$ cat src/rtl/div_nbit.sv
// -----------------------------------------------------------------------------
// div_nbit: iterative integer divider for the execute stage.
//
// Computes quotient and remainder with RISC-V M-extension semantics
// (DIV/DIVU/REM/REMU), including the divide-by-zero and signed-overflow cases.
// It is a restoring shift-subtract divider that produces one quotient bit per
// cycle. Trivial cases finish in a single cycle.
//
// A request tag travels with each operation. Any operation can be aborted with
// kill. The result is returned over a ready/valid handshake and stays on the
// outputs while the consumer applies backpressure.
//
// Ports:
//   clk        rising-edge clock
//   reset_n    asynchronous active-low reset
//   start      request valid; accepted when start & ready
//   ready      high only while idle
//   is_signed  operands are two's complement when 1
//   dividend   dividend operand
//   divisor    divisor operand
//   tag_in     request tag, captured on accept
//   kill       synchronous abort of any in-flight or held operation
//   valid      result valid; held until out_ready
//   out_ready  consumer accepts the result when valid & out_ready
//   error      divide by zero (qualified by valid)
//   overflow   signed overflow (qualified by valid)
//   quotient   quotient result
//   remainder  remainder result
//   tag_out    tag of the returned result
//
// State table:
//   state  | meaning
//   IDLE   | waiting for a request; ready=1
//   DIVIDE | one restoring step per cycle, SIZE cycles in total
//   FIXUP  | applies the signs to the magnitude quotient and remainder
//   DONE   | result presented; valid=1 until out_ready or kill
// -----------------------------------------------------------------------------
module div_nbit #(
    parameter int SIZE  = 32,
    parameter int TAG_W = 4
) (
    input  logic             clk,
    input  logic             reset_n,
    input  logic             start,
    output logic             ready,
    input  logic             is_signed,
    input  logic [SIZE-1:0]  dividend,
    input  logic [SIZE-1:0]  divisor,
    input  logic [TAG_W-1:0] tag_in,
    input  logic             kill,
    output logic             valid,
    input  logic             out_ready,
    output logic             error,
    output logic             overflow,
    output logic [SIZE-1:0]  quotient,
    output logic [SIZE-1:0]  remainder,
    output logic [TAG_W-1:0] tag_out
);

    typedef enum logic [1:0] {
        IDLE   = 2'd0,
        DIVIDE = 2'd1,
        FIXUP  = 2'd2,
        DONE   = 2'd3
    } state_t;

    // The most negative value. Its magnitude is 2^(SIZE-1), which still fits
    // in SIZE bits when it is treated as unsigned, so no extra bit is needed.
    localparam logic [SIZE-1:0] MIN_NEG  = {1'b1, {(SIZE-1){1'b0}}};
    localparam logic [SIZE-1:0] CNT_INIT = {1'b1, {(SIZE-1){1'b0}}};
    localparam logic [SIZE-1:0] CNT_LAST = {{(SIZE-1){1'b0}}, 1'b1};

    state_t              state;
    logic [2*SIZE-1:0]   div_sh;     // divisor magnitude, aligned and shifted right each step
    logic [SIZE-1:0]     cnt;        // one-hot quotient bit weight; also acts as the step counter
    logic                q_neg;      // negate the quotient in FIXUP
    logic                r_neg;      // negate the remainder in FIXUP

    logic                accept;
    logic                neg_a;
    logic                neg_b;
    logic [SIZE-1:0]     abs_a;
    logic [SIZE-1:0]     abs_b;
    logic                div_zero;
    logic                sgn_ovf;
    logic                small_q;
    logic [2*SIZE-1:0]   rem_ext;
    logic                fits;

    assign ready  = (state == IDLE);
    assign valid  = (state == DONE);
    assign accept = start & ready & ~kill;

    always_comb begin
        neg_a    = is_signed & dividend[SIZE-1];
        neg_b    = is_signed & divisor[SIZE-1];
        abs_a    = neg_a ? -dividend : dividend;
        abs_b    = neg_b ? -divisor  : divisor;
        div_zero = (divisor == '0);
        sgn_ovf  = is_signed & (dividend == MIN_NEG) & (divisor == '1);
        // If the divisor magnitude is larger than the dividend magnitude, the
        // quotient truncates to zero and the dividend is already the remainder.
        small_q  = (abs_b > abs_a);
        rem_ext  = {{SIZE{1'b0}}, remainder};
        fits     = (rem_ext >= div_sh);
    end

    always_ff @(posedge clk or negedge reset_n) begin
        if (!reset_n) begin
            state     <= IDLE;
            quotient  <= '0;
            remainder <= '0;
            error     <= 1'b0;
            overflow  <= 1'b0;
            tag_out   <= '0;
            div_sh    <= '0;
            cnt       <= '0;
            q_neg     <= 1'b0;
            r_neg     <= 1'b0;
        end else if (kill) begin
            // Drop whatever is in progress or being held. The result registers
            // are left alone because they are don't-care while valid is low.
            state <= IDLE;
        end else begin
            case (state)
                IDLE: begin
                    if (accept) begin
                        tag_out  <= tag_in;
                        error    <= 1'b0;
                        overflow <= 1'b0;
                        q_neg    <= neg_a ^ neg_b;
                        r_neg    <= neg_a;
                        if (div_zero) begin
                            quotient  <= '1;
                            remainder <= dividend;
                            error     <= 1'b1;
                            state     <= DONE;
                        end else if (sgn_ovf) begin
                            quotient  <= dividend;
                            remainder <= '0;
                            overflow  <= 1'b1;
                            state     <= DONE;
                        end else if (small_q) begin
                            quotient  <= '0;
                            remainder <= dividend;
                            state     <= DONE;
                        end else begin
                            quotient  <= '0;
                            remainder <= abs_a;
                            div_sh    <= {{SIZE{1'b0}}, abs_b} << (SIZE-1);
                            cnt       <= CNT_INIT;
                            state     <= DIVIDE;
                        end
                    end
                end

                DIVIDE: begin
                    // When fits is set, div_sh <= remainder, so the upper half
                    // of div_sh is zero and a SIZE-bit subtract is exact.
                    if (fits) begin
                        remainder <= remainder - div_sh[SIZE-1:0];
                        quotient  <= quotient | cnt;
                    end
                    div_sh <= div_sh >> 1;
                    cnt    <= cnt >> 1;
                    if (cnt == CNT_LAST) begin
                        state <= FIXUP;
                    end
                end

                FIXUP: begin
                    if (q_neg) begin
                        quotient <= -quotient;
                    end
                    if (r_neg) begin
                        remainder <= -remainder;
                    end
                    state <= DONE;
                end

                DONE: begin
                    // Hold the result until it is taken. A start in the same
                    // cycle is not seen, because ready is low here.
                    if (out_ready) begin
                        state <= IDLE;
                    end
                end

                default: state <= IDLE;
            endcase
        end
    end

endmodule

$ cat config.mk
export PLATFORM = sky130hd
export DESIGN_NAME = div_nbit
export DESIGN_NICKNAME = d
export VERILOG_FILES = /design/src/rtl/div_nbit.sv
export SDC_FILE = /design/constraint.sdc
export NUM_CORES = 1
export LEC_CHECK = 0
export CAP_MARGIN = 20
export CORE_AREA = 2 2 199 201
export CTS_BUF_LIST = sky130_fd_sc_hd__clkbuf_8
export DETAILED_ROUTE_END_ITERATION = 10
export DIE_AREA = 0 0 201 203
export GPL_TIMING_DRIVEN = 1
export HOLD_SLACK_MARGIN = 0.1
export PLACE_DENSITY = 0.5
export SETUP_SLACK_MARGIN = 0.1
export SLEW_MARGIN = 15
export SYNTH_ARGS = -nofsm -noshare
export SYNTH_HDL_FRONTEND = slang
export SYNTH_SLANG_ARGS = --single-unit
$ cat constraint.sdc
create_clock -name clk -period 4.98 [get_ports clk]
set_clock_uncertainty 0.15 [all_clocks]
set_input_delay 0.996 -clock clk [delete_from_list [all_inputs] [get_ports clk]]
set_output_delay 0.996 -clock clk [all_outputs]
set_load 0.1 [all_outputs]
==> results of run 1 <==
==> placed cells by master (no fill, tap or decap), types with 9 or more instances in the layout <==
cell type,netlist,final
a22o_1,65,65
buf_4,1,256
xnor2_1,88,67
a21oi_1,84,78
o21ai_1,2,29
nor2_1,104,98
o22ai_1,9,9
clkbuf_8,0,17
nor4_1,48,39
nor2b_1,12,10
xnor2_2,0,20
ha_1,74,69
mux2i_1,30,30
nand3_1,30,25
a21o_1,15,14
o31ai_1,23,21
buf_12,0,13
nor3_1,52,44
nand4_1,33,33
or3_1,22,18
nand2_1,185,178
inv_1,62,61
clkdlybuf4s50_1,0,106
xor2_1,53,47
a31oi_1,22,20
dfrtp_1,169,169
o21ai_0,156,122
or4_1,13,9
a221o_1,9,9
buf_6,5,20
==> layout make-up <==
cell class / instances / share of cell area
clock inverters: 14 / 0.00991
inverters: 63 / 0.0126
well taps: 518 / 0.0342
multi-input cells: 1300 / 0.500
repair buffers: 436 / 0.208
clock buffers: 17 / 0.0124
flip-flops and latches: 169 / 0.223
==> registers in the layout, summed over array words and instances (netlist names) <==
register	count
q_neg	1
r_neg	1
overflow	1
error	1
cnt	32
tag_out	4
state	2
quotient	32
div_sh	63
remainder	32
==> power groups by stage <==
stage	Sequential (mW)	Combinational (mW)	Clock [mW]
after global routing	2.42	8.13	1.20
after global placement	2.36	7.04	0
after floorplan	3.72	3.56	0
after CTS	2.34	7.27	1.15
after detailed placement	2.36	7.09	0
final	2.34	7.58	1.12
==> cell families (layout without fill, tap and decap cells) <==
| kind of cell | after synthesis | in the layout | share of synthesized area |
|---|---|---|---|
| AOI/OAI and AO/OA | 481 | 481 | 0.236 |
| xor gates and xnor gates | 141 | 141 | 0.0922 |
| adders and majority gates | 75 | 75 | 0.0706 |
| buffers and inverters | 149 | 530 | 0.0464 |
| DFF | 169 | 169 | 0.316 |
| muxes | 37 | 37 | 0.0283 |
| and+or+nand+nor | 566 | 566 | 0.211 |
==> cell usage after synthesis (9+ instances only) <==
master	instances	share of area
o21ai_0	156	0.058
xor2_1	53	0.035
mux2i_1	30	0.022
a21o_1	15	0.0084
o31ai_1	23	0.013
a31oi_1	22	0.010
xnor2_1	88	0.058
a221oi_1	10	0.0065
a211oi_1	11	0.0062
buf_2	17	0.0063
a221o_1	9	0.0067
nand2_1	185	0.052
ha_1	74	0.069
nand4_1	33	0.015
clkbuf_1	57	0.016
nor4_1	48	0.022
a22o_1	65	0.042
nor2b_1	12	0.0056
nand3_1	30	0.011
or3_1	22	0.010
nand2b_1	12	0.0056
nor3_1	52	0.019
or4_1	13	0.0073
dfrtp_1	169	0.32
a22oi_1	10	0.0056
inv_1	62	0.017
o22ai_1	9	0.0042
a21oi_1	84	0.031
nor2_1	104	0.029
==> worst min path at each step <==
stage,from,end,slack [ns]
2_1_floorplan,r_neg$_DFFE_PN0P_,r_neg$_DFFE_PN0P_,0.30
3_3_place_gp,r_neg$_DFFE_PN0P_,r_neg$_DFFE_PN0P_,0.33
3_5_place_dp,r_neg$_DFFE_PN0P_,r_neg$_DFFE_PN0P_,0.33
4_1_cts,r_neg$_DFFE_PN0P_,r_neg$_DFFE_PN0P_,0.35
5_1_grt,tag_out[0]$_DFFE_PN0P_,tag_out[0]$_DFFE_PN0P_,0.39
6_report,reset_n,quotient[13]$_DFFE_PN0P_,0.35
==> through the flow <==
step                      total power, mW  instance area (um2)  instances  utilization  setup slack [ns]
after floorplan                      7.28                13500       1618            -            -0.198
after global placement               9.39                17000       2433        0.443             -1.04
after detailed placement             9.45                17000       2433        0.443             -1.09
after CTS                            10.8                18100       2495        0.470            0.0175
after global routing                 11.8                18900       2517        0.492            -0.189
final                                11.0                18900       2517        0.492           -0.0538
==> routing by layer <==
metal  share of wire  track usage  routed length, um  vias up
li1                -            -                  -     6719
met1            0.45        0.339              24000     6859
met2            0.47        0.412              24800      378
met3           0.046       0.0369               2440       68
met4           0.031       0.0944               1640        0
met5               0            0                  0        -
==> what timing repair did <==
item                       in CTS  in global routing
gates resized for setup       162                171
pin swaps                      43                 93
setup buffers                  29                 21
gates cloned                    4                  5
setup endpoints to repair     127                127
==> critical path, cell delays in order <==
cell	delay (ns)
buf_6	0.10
nor4_4	0.29
nand2_1	0.11
or4_4	0.46
nor4_4	0.20
nand2_2	0.14
o21ai_2	0.17
xnor2_2	0.20
ha_1	0.33
a21oi_1	0.21
o21ai_2	0.10
a221o_1	0.31
o31a_1	0.34
nor3_4	0.16
or3b_4	0.42
o21a_4	0.14
nor2_4	0.13
buf_6	0.16
buf_12	0.12
clkbuf_16	0.14
a22o_1	0.12
==> run metrics, run 1 <==
outcome finished with violations; failing checks setup timing; All-Layer GR Usage 0.253; Min Hold Slack 0.348 ns; origin of the worst setup path divisor[5]; TritonCTS clock tree built; TritonCTS buffer count 17; mean post-synth cell area 8.28 um2; DP HPWL 39,100 um; internal power 4.87 mW; Max Freq 0.199 GHz; flop2flop setup slack 0.81 ns; Crit path required time 5.28 ns; Final Critical Period 5.03 ns; area growth from synthesis to layout 41.3%; Longest Clk Path Bufs 2; Final #Nets 2,136; CP arrival 5.33 ns; synthesized net count 1,767; slew margin rel. 0.299; EDFF count, synth 0; Synth async-reset ratio 1.00; Seq/Total Area, Yosys 0.316; final WL 52,800 um; via count 14,000; capturing point of the worst reg2reg path quotient[13]$_DFFE_PN0P_; Synth Register Bits 169; end point of the critical path cnt[26]$_DFFE_PN0P_; R2R depth 16; RSZ-0062 raised after global routing true; Core ar. 38,500 um2; Sequential Area 4230 um2; Final setup viols 50; full die area 40,800 um2; crit share post-route 1.01; Worst-path clk slew 0.10 ns; clk sinks 169; MaxCap Viol Count 0; Worst setup SP type primary input; Avg WL per Cell 21.0 um; Flop pwr share 0.212; Worst setup EP type flop; Clk network pwr share 0.102; initial antenna violation count 0; Antenna diodes 0; Sw Ratio 0.559; Syn Inst Count 1,618; layout cell share with drive strength beyond 1 0.250; largest net degree at the start of global routing 79; Die H 203 um; Max VDD drop 366 uV; Site Rows 72; YS warnings 0; Iter 0 DRT Violations 907; antenna viol nets, final 0; worst setup path category in -> reg; Least-Margin Pin Slew 1.05 ns; fin. max-slew vios 0; # hold bufs at CTS 0; Via density 5.57; Hold Path Class in -> async; Final TNS setup -1.41 ns; sw power 6.17 mW; Synth cell types 78; Mapped Area 13,400 um2; htree depth 4; CP Max Fanout 6; DRC viols 0; vias in the first global route 13,500; Die X-Extent 201 um; Initial Utilization 0.348; global placement routability congestion 0.919; setup slack after layout -0.0538 ns; Logic pwr share 0.686; first-pass GRT wire length 79,500 um; GR Overflow Total 0; final hold vios 0; IO buf count 145; Top FF cell, synth dfrtp_1; first-pass detailed-route iteration total 5; I/O pins 146; clock latency on the worst-skew pair 0.52 ns; fillcell total 3,772; pwr dens 583 nW/um2; Pleak 8.14 nW; footprint of the multi-input gates 9470 um2; worst r2r src remainder[0]$_DFFE_PN0P_; Clock Tree Root clkbuf_8
(Power assumes the default switching activity.)
==> run 2, diff against run 1 <==
--- a/config.mk
+++ b/config.mk
@@ -13,6 +13,7 @@
 export GPL_TIMING_DRIVEN = 1
 export HOLD_SLACK_MARGIN = 0.1
 export PLACE_DENSITY = 0.5
+export RECOVER_POWER = 25
 export SETUP_SLACK_MARGIN = 0.1
 export SLEW_MARGIN = 15
 export SYNTH_ARGS = -nofsm -noshare
==> run 2 against run 1 <==
The run ends with capacitance limit, slew limit, setup timing left. First-iteration DRC count increased by 0.55%. Utilization about the same. Register-to-register slack got worse by 0.02 ns. Clock power about the same. Global-route usage unchanged. Sequential share of layout area about the same. Critical path type unchanged. Routed wire length about the same.
==> run metrics, run 2 (same netlist as run 1, synthesis figures left out) <==
outcome finished with violations; failing checks capacitance limit, slew limit, setup timing; All-Layer GR Usage 0.253; TritonCTS clock tree built; first-pass detailed-route iteration total 5; clock latency on the worst-skew pair 0.51 ns; capturing point of the worst reg2reg path quotient[13]$_DFFE_PN0P_; most frequent cells in the layout 255 x buf_4, 178 x nand2_1, 169 x dfrtp_1; Final setup viols 47; area growth from synthesis to layout 41.2%; slew margin rel. -0.464; vias in the first global route 13,500; sw power 6.18 mW; origin of the worst setup path divisor[5]; fillcell total 3,773; final WL 52,800 um; Cell Chain, Critical Path buf_6 > nor4_4 > nand2_1 > or4_4 > nor4_4 > nand2_2 > o21ai_2 > xnor2_2 > ha_1 > a21oi_1 > o21ai_2 > a221o_1 > o31a_1 > nor3_4 > or3b_4 > o21a_4 > nor2_4 > buf_6 > buf_12 > clkbuf_16 > a22o_1; DRC viols 0; Design Power 11.0 mW; TritonCTS buffer count 17; Worst setup EP type flop; Hold Path Class reg -> reg; CP Max Fanout 6; IO buf count 145; Crit path required time 5.28 ns; Sw Ratio 0.559; Core ar. 38,500 um2; RSZ-0062 raised after global routing true; Crit-path slowest cell or4_4; flop2flop setup slack 0.79 ns; GR Overflow Total 0; via count 14,000; Logic pwr share 0.687; Iter 0 DRT Violations 912; full die area 40,800 um2; R2R depth 16; Pleak 8.14 nW; delay-heaviest family, CP simple AND/OR/NAND/NOR gates; slowest stage delay, CP 0.46 ns; worst setup path category in -> reg; DP HPWL 39,100 um; footprint of the multi-input gates 9470 um2; Site Rows 72; Crit path depth 21; most common cell after layout, fill and taps aside buf_4; Top Layer Used met4; setup slack after layout -0.0530 ns; Via density 5.57; htree depth 4; Avg WL per Cell 21.0 um; Biggest register div_sh; largest net degree at the start of global routing 79; end point of the critical path div_sh[11]$_DFFE_PN0P_; Worst-path clk slew 0.11 ns; met2 WL 24,800 um; Least-Margin Pin Slew 2.20 ns; global placement routability congestion 0.919; Sequential Area 4230 um2; MaxCap Viol Count 1; final hold vios 0; worst r2r src remainder[0]$_DFFE_PN0P_; fin. max-slew vios 79; Final Critical Period 5.03 ns; Longest Clk Path Bufs 2; Initial Utilization 0.348; Final TNS setup -1.34 ns; CP Buf/Inv Count 4; met3 wire length 2480 um; Clk network pwr share 0.101; first-pass GRT wire length 79,500 um; Antenna diodes 0; Final #Nets 2,136; Flop pwr share 0.212; clk sinks 169; antenna viol nets, final 0; pwr dens 584 nW/um2; CP arrival 5.34 ns; number of flip-flops in the largest register 63; I/O pins 146; initial antenna violation count 0; # hold bufs at CTS 0; M1 wire length 24,000 um; Worst setup SP type primary input; internal power 4.87 mW; Max Freq 0.199 GHz; layout cell share with drive strength beyond 1 0.249; Die H 203 um; Max VDD drop 366 uV; Clock Tree Root clkbuf_8; crit share post-route 1.01; Die X-Extent 201 um
[run 2: cell count changes in the layout (fill, tap and decap cells not counted), sizes merged]
cell	previous run	this run
clkbuf	30	32
buf	302	300
[run 2: worst min-delay path, stage by stage (launching register included)]
cell     delay (ns)
dfrtp_1        0.37
nand2_1        0.05
o21ai_0        0.06
[run 2: area by class of cell]
type                       instances  share of cell area
tap                              518              0.0342
sequential                       169               0.223
timing repair buffer             436               0.207
inverter                          63              0.0126
multi-input combinational       1300               0.500
clock buffer                      17              0.0124
clock inverter                    14             0.00992
[run 2: power groups by stage]
stage	registers, mW	logic, mW	clock network, mW
6_report	2.34	7.59	1.12
5_1_grt	2.42	8.13	1.20
4_1_cts	2.34	7.27	1.15
3_5_place_dp	2.36	7.09	0
3_3_place_gp	2.36	7.04	0
2_1_floorplan	3.72	3.56	0
[run 2: worst min path at each step]
stage / start / end / slack (ns) / cells past startpoint
after floorplan: r_neg$_DFFE_PN0P_ / r_neg$_DFFE_PN0P_ / 0.30 / 2
after global placement: r_neg$_DFFE_PN0P_ / r_neg$_DFFE_PN0P_ / 0.33 / 2
after detailed placement: r_neg$_DFFE_PN0P_ / r_neg$_DFFE_PN0P_ / 0.33 / 2
after CTS: r_neg$_DFFE_PN0P_ / r_neg$_DFFE_PN0P_ / 0.35 / 2
after global routing: tag_out[0]$_DFFE_PN0P_ / tag_out[0]$_DFFE_PN0P_ / 0.39 / 1
final: r_neg$_DFFE_PN0P_ / r_neg$_DFFE_PN0P_ / 0.35 / 2
[run 2: metal layers]
layer / GRT usage / vias to the layer above
li1: - / 6726
met1: 0.339 / 6851
met2: 0.412 / 387
met3: 0.0369 / 67
met4: 0.0944 / 0
met5: 0 / -
[run 2: timing repair]
item / in CTS / in global routing
cloned: 4 / 5
resized for setup: 162 / 171
setup endpoints to repair: 127 / 127
setup buffers: 29 / 21
pin swaps: 43 / 93
[run 2: per-stage QoR]
stage | hold slack, ns | area, um2 | worst slack (ns) | util | cells
3_3_place_gp | 0.327 | 17000 | -1.04 | 0.443 | 2433
2_1_floorplan | 0.301 | 13500 | -0.198 | - | 1618
5_1_grt | 0.387 | 18900 | -0.189 | 0.492 | 2517
6_report | 0.348 | 18900 | -0.0530 | 0.492 | 2517
3_5_place_dp | 0.326 | 17000 | -1.09 | 0.443 | 2433
4_1_cts | 0.350 | 18100 | 0.0175 | 0.470 | 2495
==> run 3, diff against run 2 <==
--- a/config.mk
+++ b/config.mk
@@ -5,11 +5,12 @@
 export SDC_FILE = /design/constraint.sdc
 export NUM_CORES = 1
 export LEC_CHECK = 0
+export ABC_AREA = 1
 export CAP_MARGIN = 20
-export CORE_AREA = 2 2 199 201
+export CORE_AREA = 2 2 215 217
 export CTS_BUF_LIST = sky130_fd_sc_hd__clkbuf_8
 export DETAILED_ROUTE_END_ITERATION = 10
-export DIE_AREA = 0 0 201 203
+export DIE_AREA = 0 0 217 219
 export GPL_TIMING_DRIVEN = 1
 export HOLD_SLACK_MARGIN = 0.1
 export PLACE_DENSITY = 0.5
==> run 3 against run 2 <==
The flow finishes with violations (capacitance limit, slew limit). Sequential power down 2%. Largest power group unchanged. Critical path type unchanged. Clock-buffer cell count unchanged. Sequential share of layout area about the same. Critical path depth grew 3.
==> run metrics, run 3 <==
Longest Clk Path Bufs 2; cell mode on critical path nand2_1; MaxCap Viol Count 2; met2 WL 28,400 um; Final #Nets 2,867; global placement routability congestion 0.947; Cell Chain, Critical Path clkdlybuf4s50_1 > inv_1 > buf_4 > nand3_1 > nor3_1 > nand2_1 > nand2_1 > xor2_1 > ha_1 > nand2_1 > inv_1 > nand2_1 > nand2_1 > nand2_1 > nand3_1 > a21oi_1 > nand2_1 > nand2_1 > nand2_2 > o21ai_0 > buf_4 > nand2_1 > nand2_1 > nand2_1; Min Hold Slack 0.336 ns; Crit path required time 5.28 ns; outcome finished with violations; Synth cell types 52; I/O pins 146; number of flip-flops in the largest register 63; Synth Register Bits 169; GR Overflow Total 0; Worst setup SP type primary input; first-pass GRT wire length 96,100 um; multiplexer share of the synthesized area 0.0134; Initial Utilization 0.349; RSZ-0062 raised after global routing false; Pleak 9.01 nW; layout cell share with drive strength beyond 1 0.105; Synth Area in XOR/XNOR 0.0323; clock latency on the worst-skew pair 0.57 ns; adder-cell share of the synthesized area 0.0601; worst setup path category in -> reg; IO buf count 145; Top FF cell, synth dfrtp_1; Post-CTS Setup Inserts 0; pwr dens 578 nW/um2; Via density 5.23; Synth area leader dfrtp_1; Syn Inst Count 2,496; TritonCTS buffer count 17; initial antenna violation count 0; Core ar. 45,100 um2; Biggest register div_sh; largest net degree at the start of global routing 87; post-CTS resize count 0; dpl cell area 18,600 um2; Crit-path slowest cell clkdlybuf4s50_1; Design Power 11.0 mW; crit share post-route 0.882; Least-Margin Pin Slew 2.21 ns; fin. max-slew vios 112; final std cells w/o fill 3,331; TritonCTS clock tree built; fillcell total 4,925; Synth async-reset ratio 1.00; largest family of logic cells by synthesized area simple AND/OR/NAND/NOR gates; Max Freq 0.228 GHz; vias in the first global route 16,600; Antenna diodes 0; EDFF count, synth 0; Top Layer Used met4; Final Critical Period 4.39 ns; first-pass detailed-route iteration total 6; Hold Path Class reg -> reg; final hold vios 0; Synth top cells by count 818 x nand2_1, 246 x inv_1, 231 x nor2_1; delay-heaviest family, CP simple AND/OR/NAND/NOR gates; Worst setup EP type flop; htree depth 4; simple-gate share of the synthesized area 0.395; synthesized net count 2,645; Placed Instances 3,299; DP HPWL 49,900 um; Worst-path clk slew 0.10 ns; Max VDD drop 319 uV; Clock Tree Root clkbuf_8; Final setup viols 0; antenna viol nets, final 0; Mapped Area 15,700 um2; clk sinks 169; # hold bufs at CTS 0; CP Max Fanout 7; most frequent cells in the layout 818 x nand2_1, 247 x inv_1, 231 x nor2_1; met3 wire length 3100 um; most common cell after layout, fill and taps aside nand2_1; Avg WL per Cell 18.6 um; slowest stage delay, CP 0.41 ns; All-Layer GR Usage 0.264; Synth Area in Compound Gates 0.137; CP Buf/Inv Count 5; Die X-Extent 217 um; Final TNS setup 0 ns; mean post-synth cell area 6.30 um2; Iter 0 DRT Violations 1,396; failing checks capacitance limit, slew limit; YS warnings 0; dominant cells by area after synthesis dfrtp_1 27%, nand2_1 20%, nand3_1 6.7%; DRC viols 0; M1 wire length 28,400 um; slew margin rel. -0.471; full die area 47,500 um2; Site Rows 78; CP arrival 4.70 ns; via count 17,400; Die H 219 um; final WL 62,100 um; count leader, synth nand2_1; Final Instance Area 19,000 um2; Yosys top cell area share 0.269; Seq/Total Area, Yosys 0.269; area growth from synthesis to layout 20.5%
## run 3: cell types whose count changed in the layout (fill, tap and decap cells not counted), moves of 38 or more
cell and change:
nand2_1 +640, inv_1 +186, nand3_1 +185, nor2_1 +133, buf_4 -119, a22o_1 -64, xnor2_1 -59, o21ai_0 +48
clkdlybuf4s50_1 +38
## run 3: through the flow
stage | setup slack, ns | utilization
floorplan | 0.943 | -
global placement | 0.0483 | 0.412
detailed placement | 0.0515 | 0.412
CTS | 0.656 | 0.421
global route | 0.289 | 0.421
finish | 0.586 | 0.421
## run 3: logic make-up (layout without fill, tap and decap cells)
logic type / after synthesis / after routing
xor+xnor: 58 / 58
compound gates: 387 / 387
fa+ha+maj: 75 / 75
buf+inv: 341 / 576
flops: 169 / 169
mux: 21 / 21
simple gates: 1445 / 1445
## run 3: routing by layer
| metal | vias to the layer above | GRT usage |
|---|---|---|
| li1 | 8603 | - |
| met1 | 8175 | 0.356 |
| met2 | 552 | 0.427 |
| met3 | 95 | 0.0335 |
| met4 | 0 | 0.110 |
| met5 | - | 0 |
## run 3: tightest hold or removal path: cells and delay by family (launching register included)
family / cells / cell delay (ns)
simple gates: 2 / 0.09
flops: 1 / 0.36
## run 3: path summary, 6_finish.rpt
path | startpoint | end | slack [ns] | cells past startpoint
max | dividend[1] | remainder[31]$_DFFE_PN0P_ | 0.59 | 24
max in group asynchronous | reset_n | div_sh[27]$_DFFE_PN0P_ | 1.49 | 2
max reg2reg | remainder[0]$_DFFE_PN0P_ | remainder[0]$_DFFE_PN0P_ | 1.44 | 19
min | tag_out[0]$_DFFE_PN0P_ | tag_out[0]$_DFFE_PN0P_ | 0.34 | 2
min in group asynchronous | reset_n | remainder[19]$_DFFE_PN0P_ | 0.87 | 1
min reg2reg | tag_out[0]$_DFFE_PN0P_ | tag_out[0]$_DFFE_PN0P_ | 0.34 | 2
## run 3: area by class of cell
class,count,area (um2),share of cell area
well taps,600,751,0.0396
clock buffers,17,234,0.0123
repair buffers,287,2570,0.136
clock inverters,15,156,0.00825
multi-input cells,1986,10100,0.530
inverters,257,965,0.0509
flip-flops and latches,169,4230,0.223
## run 3: where the power goes
group	internal, mW	leakage, nW	switching, mW	total [mW]
clock network	0.414	0.198	0.624	1.04
registers	1.72	2.24	0.579	2.30
logic	2.16	6.57	5.46	7.62
